`src/rtl/alu_seq.sv`:
```
// alu_seq: sequential W-bit ALU for the Lola CPU datapath.
// Operands are captured on an accepted start. Single-cycle ops
// register their result right away. MUL/DIV/MOD iterate one bit
// per clock for W cycles. Results and flags hold until the next op.
module alu_seq #(
    parameter int W  = 6,
    parameter int CW = 4
) (
    input  logic          clk,
    input  logic          rst,
    input  logic          start,
    input  logic [W-1:0]  x,
    input  logic [W-1:0]  y,
    input  logic [CW-1:0] op,
    output logic          busy,
    output logic          done,
    output logic [W-1:0]  z,
    output logic [W-1:0]  zNoRing,
    output logic          IOF,
    output logic          BAF,
    output logic          ZF
);

    localparam int SW = $clog2(W);
    localparam logic [W-1:0]  ALL_ONES = {W{1'b1}};
    localparam logic [W-1:0]  MAX_POS  = {1'b0, {(W-1){1'b1}}};
    localparam logic [W-1:0]  MIN_NEG  = {1'b1, {(W-1){1'b0}}};
    localparam logic [SW-1:0] CNT_INIT = SW'(W-1);
    localparam logic [SW:0]   SH_LIMIT = (SW+1)'(W);

    localparam logic [CW-1:0] OP_ADD = 4'h0;
    localparam logic [CW-1:0] OP_SUB = 4'h1;
    localparam logic [CW-1:0] OP_AND = 4'h2;
    localparam logic [CW-1:0] OP_OR  = 4'h3;
    localparam logic [CW-1:0] OP_XOR = 4'h4;
    localparam logic [CW-1:0] OP_NOT = 4'h5;
    localparam logic [CW-1:0] OP_SHL = 4'h6;
    localparam logic [CW-1:0] OP_SHR = 4'h7;
    localparam logic [CW-1:0] OP_ASR = 4'h8;
    localparam logic [CW-1:0] OP_MUL = 4'h9;
    localparam logic [CW-1:0] OP_DIV = 4'hA;
    localparam logic [CW-1:0] OP_MOD = 4'hB;
    localparam logic [CW-1:0] OP_INC = 4'hC;
    localparam logic [CW-1:0] OP_DEC = 4'hD;
    localparam logic [CW-1:0] OP_NEG = 4'hE;
    localparam logic [CW-1:0] OP_CMP = 4'hF;

    typedef enum logic [1:0] {
        IDLE = 2'd0,
        ITER = 2'd1,
        DONE = 2'd2
    } state_t;

    state_t state_q, state_d;

    logic            accept;
    logic            is_iter_op;

    logic [CW-1:0]   op_q;
    logic [W-1:0]    opa_q;
    logic [W-1:0]    opb_q;
    logic [SW-1:0]   cnt_q;
    logic [2*W-1:0]  prod_q;
    logic [W-1:0]    rem_q;
    logic [W-1:0]    quo_q;

    logic [W-1:0]    z_q;
    logic [W-1:0]    zn_q;
    logic            iof_q;
    logic            baf_q;
    logic            zf_q;

    logic [SW-1:0]   sh;
    logic            sh_big;
    logic [W:0]      arith;
    logic [2*W-1:0]  sh_wide;
    logic            ovf;
    logic [W-1:0]    sc_z;
    logic [W-1:0]    sc_zn;
    logic            sc_iof;
    logic            sc_baf;
    logic            sc_zf;
    logic            sc_keep;

    logic [W:0]      mul_add;
    logic [2*W-1:0]  prod_d;
    logic [W:0]      div_shift;
    logic            div_ge;
    logic [W-1:0]    div_diff;
    logic [W-1:0]    rem_d;
    logic [W-1:0]    quo_d;
    logic [W-1:0]    it_z;
    logic [W-1:0]    it_zn;
    logic            it_iof;
    logic            it_zf;

    assign accept     = start && (state_q != ITER);
    assign is_iter_op = (op == OP_MUL) || (op == OP_DIV) || (op == OP_MOD);
    assign sh         = y[SW-1:0];
    assign sh_big     = ({1'b0, sh} >= SH_LIMIT);

    assign z       = z_q;
    assign zNoRing = zn_q;
    assign IOF     = iof_q;
    assign BAF     = baf_q;
    assign ZF      = zf_q;

    // State register; reset returns to IDLE and abandons any op in flight.
    always_ff @(posedge clk) begin
        if (!rst) begin
            state_q <= IDLE;
        end else begin
            state_q <= state_d;
        end
    end

    // Next state plus busy/done decode; DONE accepts a new start like IDLE.
    always_comb begin
        state_d = state_q;
        busy    = 1'b0;
        done    = 1'b0;
        case (state_q)
            IDLE, DONE: begin
                done = (state_q == DONE);
                if (start) begin
                    state_d = is_iter_op ? ITER : DONE;
                end else begin
                    state_d = IDLE;
                end
            end
            ITER: begin
                busy = 1'b1;
                if (cnt_q == '0) begin
                    state_d = DONE;
                end
            end
            default: state_d = IDLE;
        endcase
    end

    // Single-cycle result from the live inputs, used only on an accepted start.
    always_comb begin
        arith   = '0;
        sh_wide = '0;
        ovf     = 1'b0;
        sc_baf  = 1'b0;
        sc_keep = 1'b0;
        case (op)
            OP_ADD: begin
                arith  = {1'b0, x} + {1'b0, y};
                sc_baf = arith[W];
                ovf    = (x[W-1] == y[W-1]) && (arith[W-1] != x[W-1]);
            end
            OP_SUB: begin
                arith  = {1'b0, x} - {1'b0, y};
                sc_baf = arith[W];
                ovf    = (x[W-1] != y[W-1]) && (arith[W-1] != x[W-1]);
            end
            OP_AND: arith = {1'b0, x & y};
            OP_OR:  arith = {1'b0, x | y};
            OP_XOR: arith = {1'b0, x ^ y};
            OP_NOT: arith = {1'b0, ~x};
            OP_SHL: begin
                sh_wide = {{W{1'b0}}, x} << sh;
                arith   = {1'b0, sh_wide[W-1:0]};
                sc_baf  = sh_wide[W];
                if (sh_big) begin
                    arith  = '0;
                    sc_baf = 1'b0;
                end
            end
            OP_SHR: begin
                sh_wide = {x, {W{1'b0}}} >> sh;
                arith   = {1'b0, sh_wide[2*W-1:W]};
                sc_baf  = sh_wide[W-1];
                if (sh_big) begin
                    arith  = '0;
                    sc_baf = 1'b0;
                end
            end
            OP_ASR: begin
                sh_wide = $signed({x, {W{1'b0}}}) >>> sh;
                arith   = {1'b0, sh_wide[2*W-1:W]};
                sc_baf  = sh_wide[W-1];
                if (sh_big) begin
                    arith  = {1'b0, {W{x[W-1]}}};
                    sc_baf = 1'b0;
                end
            end
            OP_INC: begin
                arith  = {1'b0, x} + (W+1)'(1);
                sc_baf = arith[W];
                ovf    = (x == MAX_POS);
            end
            OP_DEC: begin
                arith  = {1'b0, x} - (W+1)'(1);
                sc_baf = arith[W];
                ovf    = (x == MIN_NEG);
            end
            OP_NEG: begin
                arith = (W+1)'(0) - {1'b0, x};
                ovf   = (x == MIN_NEG);
            end
            OP_CMP: begin
                arith   = {1'b0, x} - {1'b0, y};
                sc_baf  = arith[W];
                sc_keep = 1'b1;
            end
            default: arith = '0;
        endcase
        sc_z   = arith[W-1:0];
        sc_iof = ovf;
        sc_zn  = ovf ? (sc_z[W-1] ? MAX_POS : MIN_NEG) : sc_z;
        sc_zf  = (op == OP_CMP) ? (x == y) : (sc_z == '0);
    end

    // One shift-add multiply step and one restoring divide step, plus final flags.
    always_comb begin
        mul_add   = prod_q[0] ? ({1'b0, prod_q[2*W-1:W]} + {1'b0, opa_q})
                              : {1'b0, prod_q[2*W-1:W]};
        prod_d    = {mul_add, prod_q[W-1:1]};
        div_shift = {rem_q, quo_q[W-1]};
        div_ge    = (div_shift >= {1'b0, opb_q});
        div_diff  = div_shift[W-1:0] - opb_q;
        rem_d     = div_ge ? div_diff : div_shift[W-1:0];
        quo_d     = {quo_q[W-2:0], div_ge};
        it_z      = '0;
        it_zn     = '0;
        it_iof    = 1'b0;
        case (op_q)
            OP_MUL: begin
                it_z   = prod_d[W-1:0];
                it_iof = (prod_d[2*W-1:W] != '0);
                it_zn  = it_iof ? ALL_ONES : it_z;
            end
            OP_DIV: begin
                it_z   = quo_d;
                it_iof = (opb_q == '0);
                it_zn  = it_z;
            end
            OP_MOD: begin
                it_z   = rem_d;
                it_iof = (opb_q == '0);
                it_zn  = it_z;
            end
            default: it_z = '0;
        endcase
        it_zf = (it_z == '0);
    end

    // Operand capture on start and the iteration registers stepping in ITER.
    always_ff @(posedge clk) begin
        if (!rst) begin
            op_q   <= '0;
            opa_q  <= '0;
            opb_q  <= '0;
            cnt_q  <= '0;
            prod_q <= '0;
            rem_q  <= '0;
            quo_q  <= '0;
        end else if (accept) begin
            op_q   <= op;
            opa_q  <= x;
            opb_q  <= y;
            cnt_q  <= CNT_INIT;
            prod_q <= {{W{1'b0}}, y};
            rem_q  <= '0;
            quo_q  <= x;
        end else if (state_q == ITER) begin
            cnt_q  <= cnt_q - SW'(1);
            prod_q <= prod_d;
            rem_q  <= rem_d;
            quo_q  <= quo_d;
        end
    end

    // Result/flag registers; CMP leaves z and zNoRing untouched.
    always_ff @(posedge clk) begin
        if (!rst) begin
            z_q   <= '0;
            zn_q  <= '0;
            iof_q <= 1'b0;
            baf_q <= 1'b0;
            zf_q  <= 1'b0;
        end else if (accept && !is_iter_op) begin
            if (!sc_keep) begin
                z_q  <= sc_z;
                zn_q <= sc_zn;
            end
            iof_q <= sc_iof;
            baf_q <= sc_baf;
            zf_q  <= sc_zf;
        end else if ((state_q == ITER) && (cnt_q == '0)) begin
            z_q   <= it_z;
            zn_q  <= it_zn;
            iof_q <= it_iof;
            baf_q <= 1'b0;
            zf_q  <= it_zf;
        end
    end

endmodule
```
`config.mk`:
```
export PLATFORM = sky130hd
export DESIGN_NAME = alu_seq
export DESIGN_NICKNAME = d
export VERILOG_FILES = /design/src/rtl/alu_seq.sv
export SDC_FILE = /design/constraint.sdc
export NUM_CORES = 1
export LEC_CHECK = 0
export BUFFER_PORTS_ARGS = -buffer_cell sky130_fd_sc_hd__buf_4
export CORE_MARGIN = 4
export CORE_UTILIZATION = 30
export DETAILED_ROUTE_END_ITERATION = 8
export PLACE_DENSITY_LB_ADDON = 0.08
export SLEW_MARGIN = 40
export SYNTH_ARGS = -nofsm -noshare
export SYNTH_HDL_FRONTEND = slang
export SYNTH_SLANG_ARGS = --single-unit
```
`constraint.sdc`:
```
create_clock -name clk -period 3.61 [get_ports clk]
set_input_delay 0 -clock clk [delete_from_list [all_inputs] [get_ports clk]]
set_output_delay 0 -clock clk [all_outputs]
set_load 0.01 [all_outputs]
```
==> impl_metrics.ini <==
[drt]
num_vias = 5319
drc = 0
drt_iter0_markers = 396
wirelength_um = 18800
avgViaCountPerCell = 5.67
wl_per_cell_um = 20.1
postRouteAntennaNets = 0
dr.pass1.iters = 5

[synth]
synthFlopType = dfxtp_1
ys_seq_area_share_pct = 22.2
synthAdderAreaFrac_pct = 9.55
synth_area_leaders = dfxtp_1, ha_1, nand2_1, a21oi_1, nor2_1
synthTopCellsByCount = nand2_1, nor2_1, dfxtp_1, a21oi_1, ha_1
ys_ff_latch = 60
async_flop_share_pct = 0
synth-edff-count = 0
post_synth_num_cell_types = 87
synth_top_area_share_pct = 22.2
synth_compound_area_share_pct = 26.8
synth_area_um2 = 5420
synth_most_common_cell = nand2_1
synth_top_family_by_area = compound AO/OA/AOI/OAI gates
synth.area.mux_share_pct = 6.95
yosys_warnings = 0
yosys.area.top_type = dfxtp_1
synth_xor_area_share_pct = 3.07
syn_nets = 765
netlist_instances = 707
synth-simple-area-share_pct = 24.0
syn_area_per_cell_um2 = 7.67

[outcome]
status = complete, no violations

[floorplan]
initial_core_util_pct = 31.0
coreArea_um2 = 17500
io_pins = 36
die_w_um = 142
dieArea_um2 = 20300
die-height_um = 142
row_count = 48

[worst_setup_path]
cpMostUsedCell = a21o_1
cp_data_required_time_ns = 3.87
end_kind = register
critPathMaxStageDelay_ns = 0.43
crit_chain = inv_1 -> ha_1 -> a21o_1 -> a21o_1 -> o21a_1 -> nor2_4 -> mux2i_1 -> a211oi_1 -> nor4_1 -> a41o_1
cp-start-kind = register
cp_max_fo = 8
arrival_ns = 3.12
path_class = reg -> reg
slowest_stage = mux2i_1

[place]
portBuffers = 35
placed_cell_area_um2 = 5750
hpwl_um = 14100
place_inst = 923
place_congestion = 0.964

[sta]
fin_crit_sh_pct = 79.2
max_clock_freq_mhz = 350
hold_slack_ns = 0.00867
worst_pin_slew_ns = 0.590
min_period_ns = 2.86
finalSetupViolCount = 0
slew_violations = 0
max-slew-margin-rel_pct = 60.6
fin_skew_ns = 0.0102
rsz0062_at_grt = no
final-hold-violation-count = 0
setup_tns_ns = 0

[global_route]
grt_pass1_vias = 5279
grt_usage_pct = 18.9
grt_pass1_wl_um = 30300
grt_max_degree = 37
grt_overflow_total = 0
antenna_found_initial = 0

[clock_network]
cts_tree = done
htreeDepth = 3
insertion_delay_ns = 0.33
cts_buffer_depth = 2
numClockSinks = 60
clk_pin_slew_ns = 0.05
cts_buffers = 9
cts_setup_buffers = 0
cts-root-buf = clkbuf_16

[cells_and_area]
design_area_um2 = 6050
stdcell_count = 938
antennaDiodeCount = 0
final_layout_size_suffix_gt1_share_pct = 13.0
fin_nets = 768
area_growth_pct = 11.5

[job]
drv_cap = 0

[power]
p_leak_nw = 2.37
ir_drop_v = 0.000228
power_density_nw_per_um2 = 359

[min_path]
hp-class = in -> reg
==> stage by stage <==
step           utilization (%)  worst slack [ns]  power [mW]
2_1_floorplan                -              1.25        1.15
3_3_place_gp              32.9             0.784        1.33
3_5_place_dp              32.9             0.791        1.33
4_1_cts                   34.6             0.772        2.19
5_1_grt                   34.6             0.589        2.29
6_report                  34.6             0.750        2.17
==> critical path, delay by kind of cell, from the launching register on <==
kind,cells,cell delay [ns]
simple gates,2,0.62
mux,1,0.43
buf+inv,1,0.06
fa+ha+maj,1,0.36
flops,1,0.36
compound gates,5,0.96
==> flip-flops by register name, indices dropped and copies added (netlist names), 2 cells and up <==
register / cells
z: 6
prod_q: 12
quo_q: 6
state_q: 2
op_q: 4
rem_q: 6
cnt_q: 3
opb_q: 6
opa_q: 6
zNoRing: 6
==> cell type report <==
type | count | area [um2]
Timing Repair Buffer | 42 | 318
Sequential cell | 60 | 1200
Clock inverter | 4 | 51.3
Clock buffer | 10 | 239
Multi-Input combinational cell | 560 | 3810
Fill cell | 1864 | 11400
Inverter | 37 | 143
Tap cell | 225 | 282
==> timing repair <==
action / 4_1_cts / 5_1_grt
resized for setup: 0 / 0
hold endpoints to repair: 1 / 0
hold buffers: 1 / 0
==> final timing paths <==
path,from,to,slack (ns),depth (start not counted)
worst max-delay path,opb_q[3],ZF,0.75,10
worst max register to register,opb_q[3],ZF,0.75,10
worst min-delay path,y[3],opb_q[3],0.009,3
worst min register to register,rem_q[5],rem_q[5],0.46,2
==> where the power goes <==
group	internal (mW)	total (mW)	leakage (nW)	switching, mW
combinational	0.221	0.580	1.74	0.360
sequential	0.702	0.738	0.492	0.0355
clock	0.545	0.850	0.140	0.306
==> layer usage <==
layer	track usage, %	part of all wire, %
met5	0	0
met4	4.60	1.7
met2	29.9	46
met3	4.13	5.7
met1	26.1	46
==> layout by cell type, fill, tap and decap left out, drive strengths merged, types with 6 or more instances in the layout <==
cell type / Yosys / routed
nand2: 78 / 78
nor2: 68 / 68
dfxtp: 60 / 60
a21oi: 54 / 54
buf: 30 / 41
o21ai: 41 / 41
ha: 35 / 35
inv: 35 / 35
a211oi: 26 / 26
mux2i: 23 / 23
nor2b: 21 / 21
nand3: 18 / 18
xnor2: 16 / 16
nand4: 15 / 15
nand2b: 13 / 13
o211ai: 11 / 11
a31oi: 10 / 10
nor3: 10 / 10
clkbuf: 20 / 10
and2: 9 / 9
o22ai: 8 / 8
a21o: 7 / 7
and3: 6 / 6
nor4: 6 / 6
==> logic make-up (layout without fill, tap and decap cells) <==
kind of cell	Yosys count	count (layout)
mux	31	31
compound gates	211	211
flops	60	60
buf+inv	87	93
xor+xnor	19	19
simple gates	260	260
fa+ha+maj	39	39
(Power assumes the default switching activity.)
